[src/rtl/button_event_arbiter_pkg.sv]
`default_nettype none
// +----------------------------------------------------------------------+
// | button_event_arbiter_pkg : shared event codes and default constants  |
// | Rev 1.0                                                              |
// +----------------------------------------------------------------------+
package button_event_arbiter_pkg;

   localparam logic EVT_SHORT = 1'b0;
   localparam logic EVT_LONG  = 1'b1;

   localparam int unsigned DEF_TICK_DIV   = 250000;
   localparam int unsigned DEF_DEPTH      = 4;
   localparam int unsigned DEF_LONG_TICKS = 200;

   // (base + k) mod n for base < n and k < n, without a divider
   function automatic int unsigned rr_index(input int unsigned base,
                                            input int unsigned k,
                                            input int unsigned n);
      int unsigned s;
      s = base + k;
      return (s >= n) ? (s - n) : s;
   endfunction

endpackage
`default_nettype wire

[src/rtl/button_event_arbiter_pb_filter.sv]
`default_nettype none
// +----------------------------------------------------------------------+
// | button_event_arbiter_pb_filter : hysteresis filter, hold counter and |
// | short/long press pulses for one pushbutton.  Rev 1.0                 |
// +----------------------------------------------------------------------+
module button_event_arbiter_pb_filter #(
   parameter int unsigned DEPTH      = 4,
   parameter int unsigned LONG_TICKS = 200
) (
   input  logic clk,
   input  logic rst,
   input  logic tick,
   input  logic pb,
   output logic level,
   output logic long_post,
   output logic short_post
);

   localparam int unsigned HW = $clog2(LONG_TICKS + 1);
   localparam logic [HW-1:0] C_LONG    = HW'(LONG_TICKS);
   localparam logic [HW-1:0] C_LONG_M1 = HW'(LONG_TICKS - 1);

   logic [DEPTH-1:0] r_sr;
   logic             r_level;
   logic [HW-1:0]    r_hold;
   logic             r_long_post;
   logic             r_short_post;
   logic [DEPTH-1:0] w_sr_next;
   logic             w_level_next;

   assign w_sr_next    = {r_sr[DEPTH-2:0], pb};
   assign w_level_next = (&w_sr_next) ? 1'b1 : ((~|w_sr_next) ? 1'b0 : r_level);

   // Hold only counts ticks where the level stays high, so a press that
   // falls on the tick that would have reached LONG_TICKS is still short.
   always_ff @(posedge clk or posedge rst) begin
      if (rst) begin
         r_sr         <= '0;
         r_level      <= 1'b0;
         r_hold       <= '0;
         r_long_post  <= 1'b0;
         r_short_post <= 1'b0;
      end else begin
         r_long_post  <= 1'b0;
         r_short_post <= 1'b0;
         if (tick) begin
            r_sr    <= w_sr_next;
            r_level <= w_level_next;
            if (!r_level && w_level_next)
               r_hold <= '0;
            else if (r_level && w_level_next && (r_hold < C_LONG))
               r_hold <= r_hold + 1'b1;
            r_long_post  <= r_level && w_level_next && (r_hold == C_LONG_M1);
            r_short_post <= r_level && !w_level_next && (r_hold < C_LONG);
         end
      end
   end

   assign level      = r_level;
   assign long_post  = r_long_post;
   assign short_post = r_short_post;

endmodule
`default_nettype wire

[src/rtl/button_event_arbiter.sv]
`default_nettype none
// +----------------------------------------------------------------------+
// | button_event_arbiter : per-button filters, pending slots and a       |
// | round-robin valid/ready event port.  Rev 1.0                         |
// +----------------------------------------------------------------------+
module button_event_arbiter
   import button_event_arbiter_pkg::*;
#(
   parameter int unsigned N_BTN      = 4,
   parameter int unsigned TICK_DIV   = DEF_TICK_DIV,
   parameter int unsigned DEPTH      = DEF_DEPTH,
   parameter int unsigned LONG_TICKS = DEF_LONG_TICKS
) (
   input  logic                     clk,
   input  logic                     rst,
   input  logic [N_BTN-1:0]         pb,
   output logic [N_BTN-1:0]         btn_level,
   output logic                     evt_valid,
   input  logic                     evt_ready,
   output logic [$clog2(N_BTN)-1:0] evt_id,
   output logic                     evt_long,
   output logic                     overrun
);

   localparam int unsigned IW = $clog2(N_BTN);
   localparam int unsigned PW = (TICK_DIV > 1) ? $clog2(TICK_DIV) : 1;
   localparam logic [PW-1:0] C_PRESC_LAST = PW'(TICK_DIV - 1);
   localparam logic [IW-1:0] C_LAST_BTN   = IW'(N_BTN - 1);

   logic [PW-1:0]    r_presc;
   logic             w_tick;
   logic [N_BTN-1:0] w_long_post, w_short_post, w_post, w_grant_oh;
   logic [N_BTN-1:0] r_pend, r_ptype;
   logic [IW-1:0]    r_rr, w_grant_idx, w_scan, w_rr_next, r_id;
   logic             w_any_pend, w_load;
   logic             r_valid, r_long, r_overrun;

   assign w_tick = (r_presc == C_PRESC_LAST);

   always_ff @(posedge clk or posedge rst) begin
      if (rst)         r_presc <= '0;
      else if (w_tick) r_presc <= '0;
      else             r_presc <= r_presc + 1'b1;
   end

   for (genvar i = 0; i < N_BTN; i++) begin : g_btn
      button_event_arbiter_pb_filter #(
         .DEPTH      (DEPTH),
         .LONG_TICKS (LONG_TICKS)
      ) u_filter (
         .clk        (clk),
         .rst        (rst),
         .tick       (w_tick),
         .pb         (pb[i]),
         .level      (btn_level[i]),
         .long_post  (w_long_post[i]),
         .short_post (w_short_post[i])
      );
   end

   assign w_post = w_long_post | w_short_post;

   // First pending slot at or after the round-robin pointer.
   always_comb begin
      w_any_pend  = 1'b0;
      w_grant_idx = '0;
      w_scan      = '0;
      for (int k = 0; k < int'(N_BTN); k++) begin
         w_scan = IW'(rr_index(32'(r_rr), k, N_BTN));
         if (!w_any_pend && r_pend[w_scan]) begin
            w_any_pend  = 1'b1;
            w_grant_idx = w_scan;
         end
      end
   end

   assign w_load    = (!r_valid || evt_ready) && w_any_pend;
   assign w_rr_next = (w_grant_idx == C_LAST_BTN) ? '0 : w_grant_idx + 1'b1;

   always_comb begin
      w_grant_oh = '0;
      if (w_load) w_grant_oh[w_grant_idx] = 1'b1;
   end

   // A post in the grant cycle wins over the grant's clear.
   always_ff @(posedge clk or posedge rst) begin
      if (rst) begin
         r_pend    <= '0;
         r_ptype   <= '0;
         r_overrun <= 1'b0;
      end else begin
         for (int i = 0; i < int'(N_BTN); i++) begin
            if (w_post[i]) begin
               r_pend[i]  <= 1'b1;
               r_ptype[i] <= w_long_post[i] ? EVT_LONG : EVT_SHORT;
            end else if (w_grant_oh[i]) begin
               r_pend[i]  <= 1'b0;
            end
         end
         r_overrun <= |(w_post & r_pend & ~w_grant_oh);
      end
   end

   always_ff @(posedge clk or posedge rst) begin
      if (rst) begin
         r_valid <= 1'b0;
         r_id    <= '0;
         r_long  <= EVT_SHORT;
         r_rr    <= '0;
      end else if (w_load) begin
         r_valid <= 1'b1;
         r_id    <= w_grant_idx;
         r_long  <= r_ptype[w_grant_idx];
         r_rr    <= w_rr_next;
      end else if (evt_ready) begin
         r_valid <= 1'b0;
      end
   end

   assign evt_valid = r_valid;
   assign evt_id    = r_id;
   assign evt_long  = r_long;
   assign overrun   = r_overrun;

endmodule
`default_nettype wire
[config.mk]
export PLATFORM = sky130hd
export DESIGN_NAME = button_event_arbiter
export DESIGN_NICKNAME = d
export VERILOG_FILES = /design/src/rtl/button_event_arbiter_pkg.sv /design/src/rtl/button_event_arbiter_pb_filter.sv /design/src/rtl/button_event_arbiter.sv
export SDC_FILE = /design/constraint.sdc
export NUM_CORES = 1
export LEC_CHECK = 0
export CORE_MARGIN = 4
export CORE_UTILIZATION = 56
export DETAILED_ROUTE_END_ITERATION = 6
export HOLD_SLACK_MARGIN = 0.1
export PLACE_DENSITY = 0.74
export SYNTH_ARGS = -nofsm -noshare
export SYNTH_HDL_FRONTEND = slang
export SYNTH_SLANG_ARGS = --single-unit
[constraint.sdc]
create_clock -name clk -period 3.5 [get_ports clk]
set_clock_uncertainty 0.15 [all_clocks]
set_input_delay 0.525 -clock clk [delete_from_list [all_inputs] [get_ports clk]]
set_output_delay 0.525 -clock clk [all_outputs]
set_load 0.02 [all_outputs]
# Word level (Yosys, flattened, before mapping)
# Cells that the tools add are included.
[word_totals]
reg_bits = 89
input_bits = 7
out_inout_bits = 9
elab_cells = 200
[op_classes]
add_sub_neg = 13
n_lt_le_gt_ge = 14
eq_ne = 6
muxes = 65
bitwise_logic = 4
reduce_logical = 64
[op_table]
columns = ["cell", "count"]
rows = [
  ["2-to-1 mux 8 bit", 8],
  ["2-to-1 mux 1 bit", 40],
  ["adder 8 x 1 -> 8 bit, second input constant", 4],
  ["== test 8 bit, second input constant", 4],
  ["< comparator 8 bit, second input constant", 4],
  ["logical AND 1 bit", 29],
  ["OR reduction 4 bit", 5],
  ["adder 18 x 1 -> 18 bit, second input constant", 1],
  ["== test 18 bit, second input constant", 1],
  ["2-to-1 mux 18 bit", 1],
  ["2-to-1 mux 2 bit", 9],
  ["nonzero test 2 bit", 9],
  ["AND reduction 4 bit", 4],
  ["< comparator 2 x 3 -> 1 bit, second input constant", 5],
  ["logical NOT 1 bit", 12],
  ["binary-select mux 1 bit (select 2 bit)", 5],
  [">= comparator 3 bit, second input constant", 3],
  ["bitwise AND 4 bit", 2],
  ["AND reduction 2 bit", 4],
  ["subtractor 2 x 1 -> 2 bit, second input constant", 4],
  ["adder 2 x 2 -> 3 bit, second input constant", 2],
  ["2-to-1 mux 4 bit", 1],
  ["inverter 4 bit", 1],
  ["OR 4 bit", 1],
  ["7 further kinds", 7],
]

# Depth between registers and ports, before layout
# Gate-level depths: netlist of run 1.
[logic_depth]
depth_word = 22
depth_mapped = 9
ltp_nobuf = 9

# Modules after synthesis
# Synthesis of run 1 repeated with hierarchy kept, for this count alone.
[hier_totals]
cells_unflattened = 458
area_unflattened_um2 = 4564.4
[by_module_without_submodules]
columns = ["module", "n_inst", "cells_each", "area_each_um2", "seq_area_each_um2"]
rows = [
  ["button_event_arbiter_pb_filter", 4, 74, 744.5, 350.3],
  ["button_event_arbiter", 1, 162, 1586.5, 825.8],
]

# Worst setup path before layout of run 1
# OpenSTA, ideal clock, no wires.
[synth_path]
path_type = "flip-flop to flip-flop"
start = "reg r_presc[6]"
end = "reg g_btn[1].u_filter.r_hold[7]"
setup_time_ns = 0.077
arrival_time_ns = 2.077
required_ns = 3.273
slack_ns = 1.196
stages_incl_launch_ff = 6
n_path_buf = 0
synth_period_minus_slack_ns = 2.304
path_cell_list = "dfrtp_1 > or4b_4 > nor3_4 > nand4_4 > or4_1 > a21oi_1"
[synth_via]
elab_chain_len = 2
[synth_lines]
columns = ["item", "line", "source"]
rows = [
  ["start: declaration", "button_event_arbiter.sv:30", "logic [PW-1:0] r_presc;"],
  ["start signal: assignment", "button_event_arbiter.sv:43", "else r_presc <= r_presc + 1'b1;"],
  ["== test 18 bit", "button_event_arbiter.sv:38", "assign w_tick = (r_presc == C_PRESC_LAST);"],
  ["AND reduction 2 bit (no source line)", "--", ""],
  ["end signal: assignment", "button_event_arbiter_pb_filter.sv:52", "r_hold <= r_hold + 1'b1;"],
  ["end: declaration", "button_event_arbiter_pb_filter.sv:25", "logic [HW-1:0] r_hold;"],
]
# Every way passes these cells.
# A chain may end at the register's enable or synchronous reset.

# Final worst setup path of run 1
[layout_path]
start = "reg r_presc[6]"
end = "reg g_btn[3].u_filter.r_hold[4]"
[layout_via]
elab_chain_len = 2
[layout_lines]
columns = ["item", "line"]
rows = [
  ["== test 18 bit", "button_event_arbiter.sv:38"],
  ["AND reduction 2 bit (no source line)", "--"],
  ["end signal: assignment", "button_event_arbiter_pb_filter.sv:52"],
  ["end: declaration", "button_event_arbiter_pb_filter.sv:25"],
]
# Every way passes these cells.

==> results of run 1 <==
[cells by family (layout without fill, tap and decap cells)]
logic type                 count (synthesis)  after routing  share of synthesized area
buffers and inverters                     33             56                     0.0316
AOI/OAI and AO/OA                         91             91                      0.124
xor gates and xnor gates                  14             14                     0.0276
adders and majority gates                  9              9                     0.0254
DFF                                       89             89                      0.502
muxes                                      1              1                    0.00226
and+or+nand+nor                          249            249                      0.287
[cell usage after synthesis, types with 2 or more instances]
library cell and n:
nor2_1 25, a2111oi_0 2, or4_1 5, a21boi_0 2, and3_1 6, nand3_1 27
nor3_1 11, a31oi_1 4, o21ai_1 4, a21oi_1 23, buf_4 4, nor2b_1 2
o31ai_1 6, inv_1 23, clkbuf_1 5, or2_2 3, nand2_1 97, ha_1 9
o311a_1 4, a21o_1 6, xor2_1 9, dfrtp_1 89, and2_1 4, or4b_4 2
or3_1 23, o211ai_1 3, o22a_1 3, nor3_2 2, nand4_1 20, and4_1 5
nor4_1 6, nand2b_1 6, o22ai_1 2, xnor2_1 5, o21ai_0 30
[per-stage QoR]
step / cells / total power [mW] / instance area [sq um] / util / worst slack (ns)
3_3_place_gp: 595 / 1.43 / 4690 / 0.607 / 0.753
5_1_grt: 611 / 2.27 / 4910 / 0.635 / 0.487
6_report: 611 / 2.17 / 4910 / 0.635 / 0.674
2_1_floorplan: 486 / 1.34 / 4440 / - / 0.518
4_1_cts: 611 / 2.18 / 4910 / 0.635 / 0.696
3_5_place_dp: 595 / 1.44 / 4690 / 0.607 / 0.695
[layout make-up]
cell class / instances / area, sq um
Inverter: 23 / 87.6
Tap cell: 102 / 128
Clock inverter: 4 / 50.0
Sequential cell: 89 / 2230
Timing Repair Buffer: 17 / 178
Multi-Input combinational cell: 364 / 2070
Clock buffer: 12 / 165
Fill cell: 610 / 2820
[registers in the layout (all words and copies together) (netlist names)]
signal / flops
evt_valid: 1
evt_long: 1
evt_id: 2
r_rr: 2
r_presc: 18
r_ptype: 4
g_btn.u_filter.level: 4
g_btn.u_filter.r_sr: 12
g_btn.u_filter.short_post: 4
g_btn.u_filter.long_post: 4
g_btn.u_filter.r_hold: 32
r_pend: 4
overrun: 1
[report_power, final]
group | internal, mW | switching (mW)
clock network | 0.387 | 0.361
logic | 0.127 | 0.182
registers | 1.07 | 0.0381
[metal layers]
layer / vias to the layer above / part of all wire / track usage
met5: - / 0 / 0
met4: 0 / 0.017 / 0.0713
li1: 1771 / - / -
met3: 17 / 0.040 / 0.0490
met2: 83 / 0.49 / 0.331
met1: 1724 / 0.45 / 0.252
[critical path, delay by kind of cell, from the launching register on]
family          cells  cell delay [ns]
compound gates      1             0.14
flops               1             0.45
simple gates        4             2.02
[worst paths after layout]
| check | from | to | slack, ns | cells after the start |
|---|---|---|---|---|
| min | g_btn[0].u_filter.long_post | r_ptype[0] | 0.31 | 1 |
| min reg2reg | g_btn[0].u_filter.long_post | r_ptype[0] | 0.31 | 1 |
| min in group asynchronous | rst | r_rr[1] | 0.42 | 2 |
| max reg2reg | r_presc[6] | g_btn[3].u_filter.r_hold[4] | 0.67 | 5 |
| max | r_presc[6] | g_btn[3].u_filter.r_hold[4] | 0.67 | 5 |
| max in group asynchronous | rst | g_btn[1].u_filter.level | 2.07 | 3 |
==> metrics, run 1 <==
Leak Pwr=approximately 2.2 nW; Final Hold Vio Count=0; CP endpoint kind=flip-flop; Post-Synthesis Cell Area=about 4400 sq um; Critical Path Source Type=flip-flop; fin. max-slew vios=0; commonest non-fill, non-tap cell in the layout=nand2_1; arrival time worst endpoint=about 3 ns; RSZ-0062 raised after global routing=no; synth top area cells=dfrtp_1, nand2_1, o21ai_0; slowest CP cell=or4b_4; Worst EP required=~3.6 ns; Yosys reg bits=89; clk_lat worst skew=0.36 ns; clock slew at reported path FFs=roughly 0.08 ns; period utilization=0.807; Post-CTS Hold Buffers=0; most frequent cells in the layout=nand2_1, dfrtp_1, o21ai_0; EDFF count, synth=0; Synth Warn #=0; Max Freq=354 MHz; Min Hold Slack=between 0.3 and 0.4 ns; drt total wl=~9000 um; Area growth syn-to-layout=10.5%; top cell type's share of synthesized area=0.502; Worst-Margin Slew=roughly 0.71 ns; Avg Inst Size Synth=slightly above 9 sq um; post-synthesis sequential area ratio=0.502; CTS tree=yes; DP HPWL=6370 um; area leader, netlist=dfrtp_1; die area=9410 sq um; via count=between 3000 and 4000; Net count, final=between 500 and 600; Unique masters post-synth=44; max-cap violations=0; clock tree buffer depth=2; Core Footprint=slightly below 8000 sq um; initial core utilization=0.574; Clock Tree Root=clkbuf_8; RD Place Congestion=approximately 0.83; Syn Nets=roughly 500; # IOs=16; Async S/R FF share, synth=1.00; worst-path cell chain=or4b_4 > nor3_4 > nand4_1 > or4_1 > a21oi_1; IO Port Bufs=15; critical path's largest stage delay=a little over 0.6 ns; vias in the first global route=roughly 3400; VDD IR max=0.277 mV; Die Span Y=97.0 um; critical path class=flip-flop to flip-flop; DR iter-0 viols=slightly below 300; Final Setup Violations=0; worst-path maximum fanout=11; fin crit period=2.83 ns; Synth Flop Type=dfrtp_1; vias per inst=slightly below 6; DRC viols=0; diode count=0; post-route setup TNS=0 ns; largest net degree at the start of global routing=just over 50; Die Width=97.0 um; WL/cell=about 15 um; Rows=32; post-cts sizing count=0; class of the worst hold path=flip-flop to flip-flop; first-pass GRT wire length=15300 um; GR Util All Layers=0.198; Routed Antenna Nets=0; grt total ovfl=0; layout cells sized above 1=0.0589; # Post-CTS Setup Buffers=0; total CTS buffers=9; status=complete, no violations; CTS Sinks=slightly below 90; Power Density=between 400 and 500 nW/um^2; Slew headroom=0.526; number of H-tree levels=3; initial antenna violation count=0; TritonRoute pass-1 iters=5; Post-Synthesis Cells=a little under 500
Power figures use the tool's default switching activity.
==> run 2, diff against run 1 <==
==> constraint.sdc (replaced) <==
create_clock -name clk -period 2.9 [get_ports clk]
set_clock_uncertainty 0.15 [all_clocks]
set_input_delay 0.435 -clock clk [delete_from_list [all_inputs] [get_ports clk]]
set_output_delay 0.435 -clock clk [all_outputs]
set_load 0.02 [all_outputs]
==> metrics, run 2 (synthesis gave the netlist of run 1 again) <==
max-cap violations=0 (unchanged); Util after Layout=0.647 (+0.0123); Clock Tree Root=clkbuf_8; multi-input combinational cell area=2070 sq um (unchanged); WL/cell=14.7 um (-0.17%); Int Pwr=2.05 mW (+29%); Max Freq=378 MHz (+6.7%); dpl cell area=4750 sq um (+1.3%); Area growth syn-to-layout=12.7%; drt total wl=9100 um (+1.1%); RR Startpoint=r_presc[6]; arrival time worst endpoint=2.79 ns (-0.18 ns); Critical Path Source Type=flip-flop; class of the worst hold path=flip-flop to flip-flop; Register Area=2230 sq um (unchanged); critical path class=flip-flop to flip-flop; Combinational Power Share=0.137 (-0.005); Net count, final=528 (+1.5%); CTS tree=yes; fin cells=619 (+1.3%); status=complete, no violations; Power Density=554 nW/um^2 (+25%); FF-to-FF End=g_btn[3].u_filter.r_hold[4]; fin crit period=2.65 ns (-0.177 ns); # IOs=16 (unchanged); most frequent cells in the layout=nand2_1, dfrtp_1, o21ai_0; vias per inst=5.81 (-1.3%); total CTS buffers=9 (unchanged); Final Hold Vio Count=0 (unchanged); Largest regs=g_btn.u_filter.r_hold x32, r_presc x18, g_btn.u_filter.r_sr x12; post-place setup slack=0.270 ns (-0.424 ns); Switching Fraction=0.260 (-0.00791); diode count=0 (unchanged); CP endpoint kind=flip-flop; GR Util All Layers=0.203 (+0.00456); Rows=32 (unchanged); commonest non-fill, non-tap cell in the layout=nand2_1; clock slew at reported path FFs=0.09 ns (about the same); Routed Antenna Nets=0 (unchanged); Die Width=97.0 um (unchanged); reg2reg setup slack=0.25 ns (-0.42 ns); Worst-Margin Slew=0.688 ns (-0.0215 ns); post-route setup TNS=0 ns (unchanged); VDD IR max=0.362 mV (+31%); via count=3594 (-0.028%); number of H-tree levels=3 (unchanged); clk_lat worst skew=0.36 ns (about the same); Die Span Y=97.0 um (unchanged); RD Place Congestion=0.832 (about the same); vias in the first global route=3409 (-0.38%); IO Port Bufs=15 (unchanged); Core Footprint=7730 sq um (unchanged); Min Hold Slack=0.309 ns (-0.000739 ns); Leak Pwr=2.24 nW (+2.6%); worst-path maximum fanout=11 (unchanged); # Post-CTS Setup Buffers=0 (unchanged); layout cells sized above 1=0.0735 (+0.0146); first-pass GRT wire length=15900 um (+3.5%); largest net degree at the start of global routing=39 (-24%); die area=9410 sq um (unchanged); Post-Place Cells=603 (+1.3%); sequential power share=0.484 (-0.028); Critical path origin=r_presc[6]; TritonRoute pass-1 iters=4 (-1); design area=5000 sq um (+1.9%); filler cell count=625 (+2.5%); Worst R2R Path Depth=6 (+1); Worst EP required=3.04 ns (-0.60 ns); period utilization=0.913 (+0.106); CTS Sinks=89 (unchanged); Slew headroom=0.541 (+0.0144); clock network power share=0.379 (+0.033); post-cts sizing count=0 (unchanged); grt total ovfl=0 (unchanged); switching power=721 uW (+24%); DR iter-0 viols=203 (-31%); DRC viols=0 (unchanged); critical path endpoint=g_btn[3].u_filter.r_hold[4]; max reg flops=32 (unchanged); Post-CTS Hold Buffers=0 (unchanged); initial core utilization=0.574 (unchanged); RSZ-0062 raised after global routing=no; fin. max-slew vios=0 (unchanged); initial antenna violation count=0 (unchanged); DP HPWL=6500 um (+2.2%); Final Setup Violations=0 (unchanged); clock tree buffer depth=2 (unchanged); final setup margin=0.251 ns (-0.423 ns); Power, Total=2.77 mW (+28%); largest reg by FF count=g_btn.u_filter.r_hold
==> run 2: changes by cell type in the layout (fill, tap and decap cells not counted), sizes merged <==
cell      change
buf           +8
bufinv        +2
clkbuf        -2
clkinvlp      -2
inv           +2
==> run 2: per-layer routing <==
layer / wire, um / up-vias / GRT usage
met1: 4130 / 1728 / 0.277
met3: 404 / 11 / 0.0541
met4: 96 / 0 / 0.0518
li1: - / 1781 / -
met5: 0 / - / 0
met2: 4460 / 74 / 0.323
==> run 2: final cells by class <==
type	count	area share
tap	102	0.0255
sequential	89	0.445
clock buffer	10	0.0275
clock inverter	6	0.0225
multi-input combinational	364	0.414
timing repair buffer	25	0.0475
inverter	23	0.0175
==> run 2: power by group through the flow <==
| stage | clock [mW] | sequential, mW | combinational [mW] |
|---|---|---|---|
| after CTS | 1.07 | 1.34 | 0.382 |
| after global placement | 0 | 1.36 | 0.372 |
| after floorplan | 0 | 1.39 | 0.228 |
| after global routing | 1.14 | 1.35 | 0.427 |
| after detailed placement | 0 | 1.37 | 0.374 |
| final | 1.05 | 1.34 | 0.380 |
==> run 2: worst min-delay path by stage <==
stage	start	end	slack, ns	cells after the start
after floorplan	g_btn[0].u_filter.long_post	r_ptype[0]	0.28	1
after global placement	g_btn[1].u_filter.long_post	r_ptype[1]	0.28	1
after detailed placement	g_btn[2].u_filter.long_post	r_ptype[2]	0.29	1
after CTS	g_btn[2].u_filter.long_post	r_ptype[2]	0.31	1
after global routing	g_btn[1].u_filter.long_post	r_ptype[1]	0.35	1
final	g_btn[2].u_filter.long_post	r_ptype[2]	0.31	1
==> run 2: worst max-delay path: stages, from the launching register on <==
cell and delay [ns]:
dfrtp_1 0.46, or4b_4 0.61, nor3_4 0.38, nand4_1 0.17, buf_4 0.21, or4_1 0.46, a21oi_1 0.15
